===== src/rtl/mfp_seven_segment_pkg.sv =====
// Shared constants for the seven-segment display path: the all-off pattern and
// the active-low hex glyphs, bit order g..a (bit0 = segment a).
package mfp_seven_segment_pkg;

    localparam logic [6:0] SEG_OFF = 7'h7F;

    localparam logic [6:0] HEX_0 = 7'b1000000;
    localparam logic [6:0] HEX_1 = 7'b1111001;
    localparam logic [6:0] HEX_2 = 7'b0100100;
    localparam logic [6:0] HEX_3 = 7'b0110000;
    localparam logic [6:0] HEX_4 = 7'b0011001;
    localparam logic [6:0] HEX_5 = 7'b0010010;
    localparam logic [6:0] HEX_6 = 7'b0000010;
    localparam logic [6:0] HEX_7 = 7'b1111000;
    localparam logic [6:0] HEX_8 = 7'b0000000;
    localparam logic [6:0] HEX_9 = 7'b0010000;
    localparam logic [6:0] HEX_A = 7'b0001000;
    localparam logic [6:0] HEX_B = 7'b0000011;
    localparam logic [6:0] HEX_C = 7'b1000110;
    localparam logic [6:0] HEX_D = 7'b0100001;
    localparam logic [6:0] HEX_E = 7'b0000110;
    localparam logic [6:0] HEX_F = 7'b0001110;

endpackage


===== src/rtl/mfp_hex_to_seven_segment.sv =====
// Combinational hex nibble to active-low seven-segment glyph.
module mfp_hex_to_seven_segment
    import mfp_seven_segment_pkg::*;
(
    input  logic [3:0] nibble,
    output logic [6:0] segments
);

    // Glyph lookup; every nibble value has a glyph.
    always_comb begin
        segments = SEG_OFF;
        case (nibble)
            4'h0: segments = HEX_0;
            4'h1: segments = HEX_1;
            4'h2: segments = HEX_2;
            4'h3: segments = HEX_3;
            4'h4: segments = HEX_4;
            4'h5: segments = HEX_5;
            4'h6: segments = HEX_6;
            4'h7: segments = HEX_7;
            4'h8: segments = HEX_8;
            4'h9: segments = HEX_9;
            4'hA: segments = HEX_A;
            4'hB: segments = HEX_B;
            4'hC: segments = HEX_C;
            4'hD: segments = HEX_D;
            4'hE: segments = HEX_E;
            4'hF: segments = HEX_F;
            default: segments = SEG_OFF;
        endcase
    end

endmodule


===== src/rtl/mfp_seven_segment_scanner.sv =====
// Time-multiplexed common-anode seven-segment scanner with per-digit blanking,
// an all-off blank window at the start of each slot to suppress ghosting, and
// a pending shadow register so new values only take effect on a frame boundary.
module mfp_seven_segment_scanner
    import mfp_seven_segment_pkg::*;
#(
    parameter int N_DIGITS     = 8,
    parameter int SCAN_DIV     = 100000,
    parameter int BLANK_CYCLES = 1000
)(
    input  logic                    clk,
    input  logic                    rst,
    input  logic [4*N_DIGITS-1:0]   number,
    input  logic [N_DIGITS-1:0]     dot_en,
    input  logic [N_DIGITS-1:0]     digit_en,
    input  logic                    load,
    output logic                    pending,
    output logic                    frame_done,
    output logic [6:0]              segments,
    output logic                    dp,
    output logic [N_DIGITS-1:0]     anodes
);

    localparam int PW = $clog2(SCAN_DIV);
    localparam int IW = (N_DIGITS > 1) ? $clog2(N_DIGITS) : 1;

    // The slot timer counts down: remaining = SCAN_DIV-1-p, so p==0 reloads
    // to SLOT_LAST and the slot ends at terminal count zero. The blank window
    // p < BLANK_CYCLES is therefore remaining > LIT_LIMIT.
    localparam logic [PW-1:0] SLOT_LAST = PW'(SCAN_DIV - 1);
    localparam logic [PW-1:0] LIT_LIMIT = PW'(SCAN_DIV - 1 - BLANK_CYCLES);
    localparam logic [IW-1:0] IDX_LAST  = IW'(N_DIGITS - 1);

    logic [PW-1:0]           slot_cnt;
    logic [IW-1:0]           idx;

    logic [4*N_DIGITS-1:0]   act_number;
    logic [N_DIGITS-1:0]     act_dot;
    logic [N_DIGITS-1:0]     act_en;
    logic [4*N_DIGITS-1:0]   pend_number;
    logic [N_DIGITS-1:0]     pend_dot;
    logic [N_DIGITS-1:0]     pend_en;

    logic                    slot_end;
    logic                    frame_end;
    logic                    digit_lit;
    logic [4*N_DIGITS-1:0]   number_sh;
    logic [N_DIGITS-1:0]     dot_sh;
    logic [N_DIGITS-1:0]     en_sh;
    logic [3:0]              cur_nibble;
    logic [6:0]              cur_glyph;
    logic [N_DIGITS-1:0]     anode_sel;

    logic [N_DIGITS-1:0]     anodes_nxt;
    logic [6:0]              segments_nxt;
    logic                    dp_nxt;

    assign slot_end  = (slot_cnt == '0);
    assign frame_end = slot_end && (idx == IDX_LAST);

    // Shifting rather than indexing keeps the select legal for any N_DIGITS,
    // including a single digit where idx carries no information.
    assign number_sh  = act_number >> {idx, 2'b00};
    assign dot_sh     = act_dot >> idx;
    assign en_sh      = act_en >> idx;
    assign cur_nibble = number_sh[3:0];
    assign anode_sel  = N_DIGITS'(1) << idx;
    assign digit_lit  = (slot_cnt <= LIT_LIMIT) && en_sh[0];

    mfp_hex_to_seven_segment u_hex (
        .nibble   (cur_nibble),
        .segments (cur_glyph)
    );

    // Next output pattern for the current slot position; everything off unless lit.
    always_comb begin
        anodes_nxt   = '1;
        segments_nxt = SEG_OFF;
        dp_nxt       = 1'b1;
        if (digit_lit) begin
            anodes_nxt   = ~anode_sel;
            segments_nxt = cur_glyph;
            dp_nxt       = ~dot_sh[0];
        end
    end

    // Slot timer and digit index.
    always_ff @(posedge clk or posedge rst) begin
        if (rst) begin
            slot_cnt <= SLOT_LAST;
            idx      <= '0;
        end else if (slot_end) begin
            slot_cnt <= SLOT_LAST;
            idx      <= (idx == IDX_LAST) ? '0 : idx + 1'b1;
        end else begin
            slot_cnt <= slot_cnt - 1'b1;
        end
    end

    // Shadow capture: a load always lands in pending (latest wins); the
    // previously pending value is promoted to active at the frame boundary,
    // even when a new load arrives in that same cycle.
    always_ff @(posedge clk or posedge rst) begin
        if (rst) begin
            pend_number <= '0;
            pend_dot    <= '0;
            pend_en     <= '0;
            pending     <= 1'b0;
            act_number  <= '0;
            act_dot     <= '0;
            act_en      <= '0;
        end else begin
            if (frame_end && pending) begin
                act_number <= pend_number;
                act_dot    <= pend_dot;
                act_en     <= pend_en;
            end
            if (load) begin
                pend_number <= number;
                pend_dot    <= dot_en;
                pend_en     <= digit_en;
                pending     <= 1'b1;
            end else if (frame_end) begin
                pending     <= 1'b0;
            end
        end
    end

    // Registered display outputs and the end-of-frame pulse.
    always_ff @(posedge clk or posedge rst) begin
        if (rst) begin
            anodes     <= '1;
            segments   <= SEG_OFF;
            dp         <= 1'b1;
            frame_done <= 1'b0;
        end else begin
            anodes     <= anodes_nxt;
            segments   <= segments_nxt;
            dp         <= dp_nxt;
            frame_done <= frame_end;
        end
    end

endmodule


===== config.mk =====
export PLATFORM = sky130hd
export DESIGN_NAME = mfp_seven_segment_scanner
export DESIGN_NICKNAME = d
export VERILOG_FILES = /design/src/rtl/mfp_seven_segment_pkg.sv /design/src/rtl/mfp_hex_to_seven_segment.sv /design/src/rtl/mfp_seven_segment_scanner.sv
export SDC_FILE = /design/constraint.sdc
export NUM_CORES = 1
export LEC_CHECK = 0
export BUFFER_PORTS_ARGS = -buffer_cell sky130_fd_sc_hd__buf_4
export CELL_PAD_IN_SITES_DETAIL_PLACEMENT = 1
export CELL_PAD_IN_SITES_GLOBAL_PLACEMENT = 1
export CORE_MARGIN = 3
export CORE_UTILIZATION = 44
export DETAILED_ROUTE_END_ITERATION = 8
export GPL_TIMING_DRIVEN = 0
export PLACE_DENSITY = 0.71
export SLEW_MARGIN = 30
export SYNTH_ARGS = -nofsm -noshare
export SYNTH_HDL_FRONTEND = slang
export SYNTH_SLANG_ARGS = --single-unit

===== constraint.sdc =====
create_clock -name clk -period 4.7 [get_ports clk]
set_input_delay 0.235 -clock clk [delete_from_list [all_inputs] [get_ports clk]]
set_output_delay 0.235 -clock clk [all_outputs]
set_load 0.005 [all_outputs]

-- After elaboration in Yosys (flattened, before gate mapping)
Memories as Yosys holds them, arrays and structs flattened.
Cells that the tools add are included.
- output and inout port bits: 18
- memories kept: 1
- logic and storage cells: 36
- register bits after elaboration: 134
- bits in read-only memories: 112
- eq/ne operators: 1
- shifts and indexed selects: 4
- mux-type cells: 7
- reductions and logical operators: 5
- bitwise logic cells: 2
- $add $sub $neg: 2
- order comparisons: 1
- memory list (name ; depth ; bits a word ; rd ports ; clocked after Yosys merged registers in ; wr ports ; RTL line ; text):
    (no name shown) ; 16 ; 7 ; 1 ; 0 ; 0 ; mfp_hex_to_seven_segment.sv:12 ; case (nibble)
- operators by type and width (cell ; count):
    32-bit by 5-bit right shift with 4-bit output ; 1
    17-bit <= comparator, second input constant ; 1
    17-bit logical NOT ; 1
    17-bit two-way mux ; 1
    17-bit by 1-bit subtractor with 17-bit output, second input constant ; 1
    8-bit by 3-bit right shift with 1-bit output ; 2
    8-bit two-way mux ; 1
    8-bit inverter ; 1
    1-bit by 3-bit left shift with 8-bit output, first input constant ; 1
    7-bit two-way mux ; 1
    3-bit by 1-bit adder with 3-bit output, second input constant ; 1
    3-bit equality test, second input constant ; 1
    1-bit logical AND ; 3
    1-bit two-way mux ; 3
    3-bit two-way mux ; 1
    2-bit nonzero test ; 1
    1-bit inverter ; 1

-- Longest topological paths before layout
- depth in word-level cells: 4
- gate-level depth with buffers: 9
- depth with buffers taken out: 8

-- By module
A second synthesis with hierarchy kept.
- cells, all modules: 430
- area, all modules: 5999.5 µm²
- by module, submodules not included (module ; instances ; cells an instance ; area each (µm²)):
    mfp_seven_segment_scanner ; 1 ; 398 ; 5724.2
    mfp_hex_to_seven_segment ; 1 ; 32 ; 275.3

-- Least setup slack after synthesis
Ideal clock, no wire load.
- kind: reg2reg
- from: register idx[0]
- to: register segments[1]
- stages on the path, launching flop included: 7
- path slack: 2.353 ns
- setup time: 0.081 ns
- data arrival time: 2.265 ns
- cells stage by stage: dfrtp_1 > buf_4 > mux4_2 > mux2i_1 > ha_1 > or3b_2 > o211ai_1
- word-level cells in the longest chain between the ends: 3
- ends and longest elaborated chain (item ; RTL line ; text):
    from (decl) ; mfp_seven_segment_scanner.sv:35 ; logic [IW-1:0] idx;
    from (signal assigned) ; mfp_seven_segment_scanner.sv:94 ; idx <= (idx == IDX_LAST) ? '0 : idx + 1'b1;
    32-bit by 5-bit right shift with 4-bit output or 8-bit by 3-bit right shift with 1-bit output (tied branches) ; mfp_seven_segment_scanner.sv:63, mfp_seven_segment_scanner.sv:65 ;
    memory 16 x 7 bit or 1-bit logical AND (tied branches) ; - ;
    7-bit two-way mux * ; mfp_seven_segment_scanner.sv:80 ; if (digit_lit) begin
    named net segments_nxt[1] ; mfp_seven_segment_scanner.sv:55 ; logic [6:0] segments_nxt;
    to (signal assigned) ; mfp_seven_segment_scanner.sv:138 ; segments <= segments_nxt;
    to (decl) ; mfp_seven_segment_scanner.sv:19 ; output logic [6:0] segments,
Mark *: on every way through the listed nets, which the timed path passes. The rest lies on a longest branch.
A chain may end at the register's enable or synchronous reset.

-- Worst setup path in the final report
Ends and elaborated chain as after synthesis.

==> summary.md <==
Worst min-delay path class: in -> reg. The worst setup path startpoint was idx[0]. The power per cell area works out to 362.1 nW/um^2.

The first global-routing pass estimated 21.77 mm of wire. Summed over all instances, the cell type with the most area after synthesis is sky130_fd_sc_hd__dfrtp_1. The number of vias in the routed layout came out at 3567. Counting flops with an async set or reset pin after synthesis yields a share of 100.0%. The logs give 48 for the count of unique library cells instantiated by Yosys and 3.398 nW for the reported leakage power. The logs give 0 for the antenna violation net count after detailed routing and 2 for the maximum root-to-sink buffer count. The multi-input combinational cells in the finished layout cover a total of 2400 um^2.

Of the synthesized area, sequential elements account for 57.05%. For the worst setup path, the data required time is 5.04 ns. In this run the cell area measured after placement is 6688 um^2.

During I/O placement, the number of pins put on the boundary was 69. From bottom edge to top edge, the die measures 122.1 um. The area of the die came out at 14920 um^2.

Post-CTS timing repair inserted 0 buffers for setup. CTS placed an instance of sky130_fd_sc_hd__clkbuf_16 at the clock tree root. The count of buffers from port buffering was 67; the total internal power was 2.067 mW.

Footprint of the flip-flops and latches: 3386 um^2. The share of power burned in registers came out at 46.3%. The path type of the worst setup path is reg -> reg.

Timing would allow up to 0.3624 GHz. The switching share of power is 21.63%, and the area of the core is 12880 um^2. The flow ran to the end, and the final reports show no timing, DRC or antenna violations.

Summed over all nets, the switching power comes to 0.5705 mW. The post-synthesis register bit count is 134, and the average wire per cell in the routed design is 18.96 um. Averaged over all synthesized cells, the footprint is 14.30 um^2. The run gives 4099 as the via count of the first global-routing pass.

The transition time at the pin with the least slew margin is 0.7367 ns. The number of rows created at floorplan was 41. In the synthesized netlist, the number of instances is 415. The minimum clock period is 2.759 ns, and the endpoint arrival time on the critical path is 3.10 ns. The number of antenna violations at the first check in global routing was 0.

In this run, the combinational gates consume 4.5% of the power. After global routing the overflow that remains totals 0. The number of gates resized after CTS was 0. The number of enable flip-flop cells after synthesis was 0. TritonCTS built the clock tree. TritonCTS created 17 clock buffers. The routed design has 13.05 mm of wire. Measured against its own limit, the worst slew margin works out to 50.89%. Adding up every negative setup slack in the final design gives 0 ns. The tightest hold path in the finished design has a slack of 0.04235 ns. The final hold violation count came out at 0.

Setup repair after global routing left no endpoint under its margin. The share of total power dissipated in the clock network is 49.2%. The logs give 0.008571 ns for the final setup skew and 7282 um^2 for the finished layout cell area.

The post-cts hold buffer count is 1. The maximum fanout along the worst path was 10. After detailed routing, the number of vias per cell comes to 5.185.

The first routing iteration left 165 violations. The fraction of final layout cells sized beyond drive strength 1 is 49.22%. The tools report the kind of start point of the critical path as a flop.

Residual DRC count: 0. The fraction of post-synthesis cell area in the top cell type by area is 45.54%. Setup violations remaining at the end of the flow were counted as 0. The fraction of the cycle the final worst path needs came out at 58.70%.

In this run the most critical hold path is launched from number[24]. The startpoint of the lowest-slack register-to-register path is idx[0]. For this configuration, the core starts out at a cell density of 46.09%. From synthesis to final layout, the design area changed by 22.71%. Yosys printed 0 warnings. The number of max-cap violations was 0; the clock slew at the register clock pins of the worst setup and hold paths was 0.06 ns. Iteration count of the initial detailed-routing pass: 4. The worst setup path is captured at a flop. The final-report max-slew violation count is 0. After synthesis, the cell types taking the most area are sky130_fd_sc_hd__dfrtp_1, sky130_fd_sc_hd__mux2_2, sky130_fd_sc_hd__dfstp_2. For the total routing usage reported by global routing, the log shows 19.52%. The clock network latency to the later pin of the worst-skew pair is 0.42 ns, and the number of H-tree branching levels is 4.

Across the VDD grid, the largest voltage drop is 0.2140 mV. The die width came out at 122.1 um. Fill cells in the final layout number 1274. The largest net degree at the start of global routing is 76, and the half-perimeter wire length of the detailed placement result is 9.055 mm. The logs give 134 for the clock net sink count and 0 for the antenna diode count. The routability congestion estimate was 0.8352. Among all flip-flop cells after synthesis, the most frequent one is sky130_fd_sc_hd__dfrtp_1.

The mapped cell area is 5934 um^2. The synthesized net count was 481; the total number of nets in the final design was 569.
[layout make-up]
cell class,count,share of cell area (%)
sequential,134,46.49
buffer,19,1.426
clock buffer,19,6.220
multi-input combinational,250,32.96
clock inverter,13,1.804
timing repair buffer,69,7.423
inverter,12,0.7216
tap,172,2.955
[cell usage after synthesis (4+ instances only)]
library cell,number
sky130_fd_sc_hd__nor2_1,13
sky130_fd_sc_hd__xor2_1,7
sky130_fd_sc_hd__mux2_2,76
sky130_fd_sc_hd__xnor2_1,6
sky130_fd_sc_hd__mux4_2,12
sky130_fd_sc_hd__o21ai_0,6
sky130_fd_sc_hd__buf_1,4
sky130_fd_sc_hd__o211ai_1,5
sky130_fd_sc_hd__inv_1,12
sky130_fd_sc_hd__mux2_4,20
sky130_fd_sc_hd__dfstp_2,26
sky130_fd_sc_hd__buf_2,5
sky130_fd_sc_hd__nand2_1,34
sky130_fd_sc_hd__ha_1,15
sky130_fd_sc_hd__dfrtp_1,108
sky130_fd_sc_hd__mux2i_1,5
sky130_fd_sc_hd__nand3_1,9
sky130_fd_sc_hd__nor3_1,6
sky130_fd_sc_hd__clkbuf_1,6
[layout by cell type (no fill, tap or decap), drive strengths merged, types with 2 or more instances in the layout]
cell type	netlist	final
dfrtp	108	108
mux2	96	96
buf	13	81
nand2	34	34
dfstp	26	26
clkbuf	6	25
ha	15	15
nor2	13	13
mux4	12	12
inv	12	12
nand3	10	10
xor2	7	7
nor3	7	7
xnor2	6	6
o21ai	6	6
clkinv	0	6
mux2i	5	5
o211ai	5	5
clkinvlp	0	5
nand4b	3	3
and3	3	3
or2	3	3
nor4	3	3
or3b	2	2
a21oi	2	2
bufinv	0	2
or4	2	2
[critical path, stage by stage (launching register included)]
cell	delay, ns
sky130_fd_sc_hd__dfrtp_1	0.53
sky130_fd_sc_hd__buf_4	0.30
sky130_fd_sc_hd__mux4_2	0.56
sky130_fd_sc_hd__mux2i_1	0.48
sky130_fd_sc_hd__ha_1	0.24
sky130_fd_sc_hd__or3b_2	0.45
sky130_fd_sc_hd__o211ai_1	0.11
[worst paths after layout]
check	endpoint	slack [ns]	depth (start not counted)
max	segments[1]	1.94	6
min in group asynchronous	frame_done	0.40	3
max in group asynchronous	slot_cnt[16]	3.59	4
max reg2reg	segments[1]	1.94	6
min	pend_number[24]	0.04	2
min reg2reg	act_number[17]	0.50	1
[metrics by stage]
stage	utilization [%]	worst slack (ns)	instances	power, mW
2_1_floorplan	-	0.9253	415	1.297
3_3_place_gp	51.67	-0.5547	654	1.348
3_5_place_dp	51.94	1.894	655	1.360
4_1_cts	56.55	1.886	688	2.669
5_1_grt	56.55	1.741	688	2.741
6_report	56.55	1.941	688	2.637
[sequential cells by signal, indices dropped and copies added, names as in the netlist]
register	flops
anodes	8
act_number	32
pend_en	8
dp	1
act_dot	8
frame_done	1
segments	7
pending	1
slot_cnt	17
pend_dot	8
act_en	8
pend_number	32
idx	3
[power groups by stage]
stage	clock network, mW	logic, mW	registers (mW)
after detailed placement	0	0.119	1.24
after floorplan	0	0.0669	1.23
after global placement	0	0.109	1.24
after CTS	1.33	0.121	1.22
final	1.30	0.118	1.22
after global routing	1.39	0.129	1.23
[metal layers]
layer	vias up	GRT usage, %	wire length [um]
li1	1641	-	-
met1	1849	24.23	5698
met2	65	33.56	6729
met3	12	4.039	386
met4	0	7.558	231
met5	-	0	0
[cell families after synthesis]
logic type / share of synthesized area [%]
AO/OA/AOI/OAI: 2.615
buffers and inverters: 2.509
XOR/XNOR: 1.919
adder cells (fa/ha/maj): 3.163
AND/OR/NAND/NOR: 7.865
multiplexers: 24.88
flip-flops: 57.05
No activity file was read; power rests on OpenSTA's default activity.
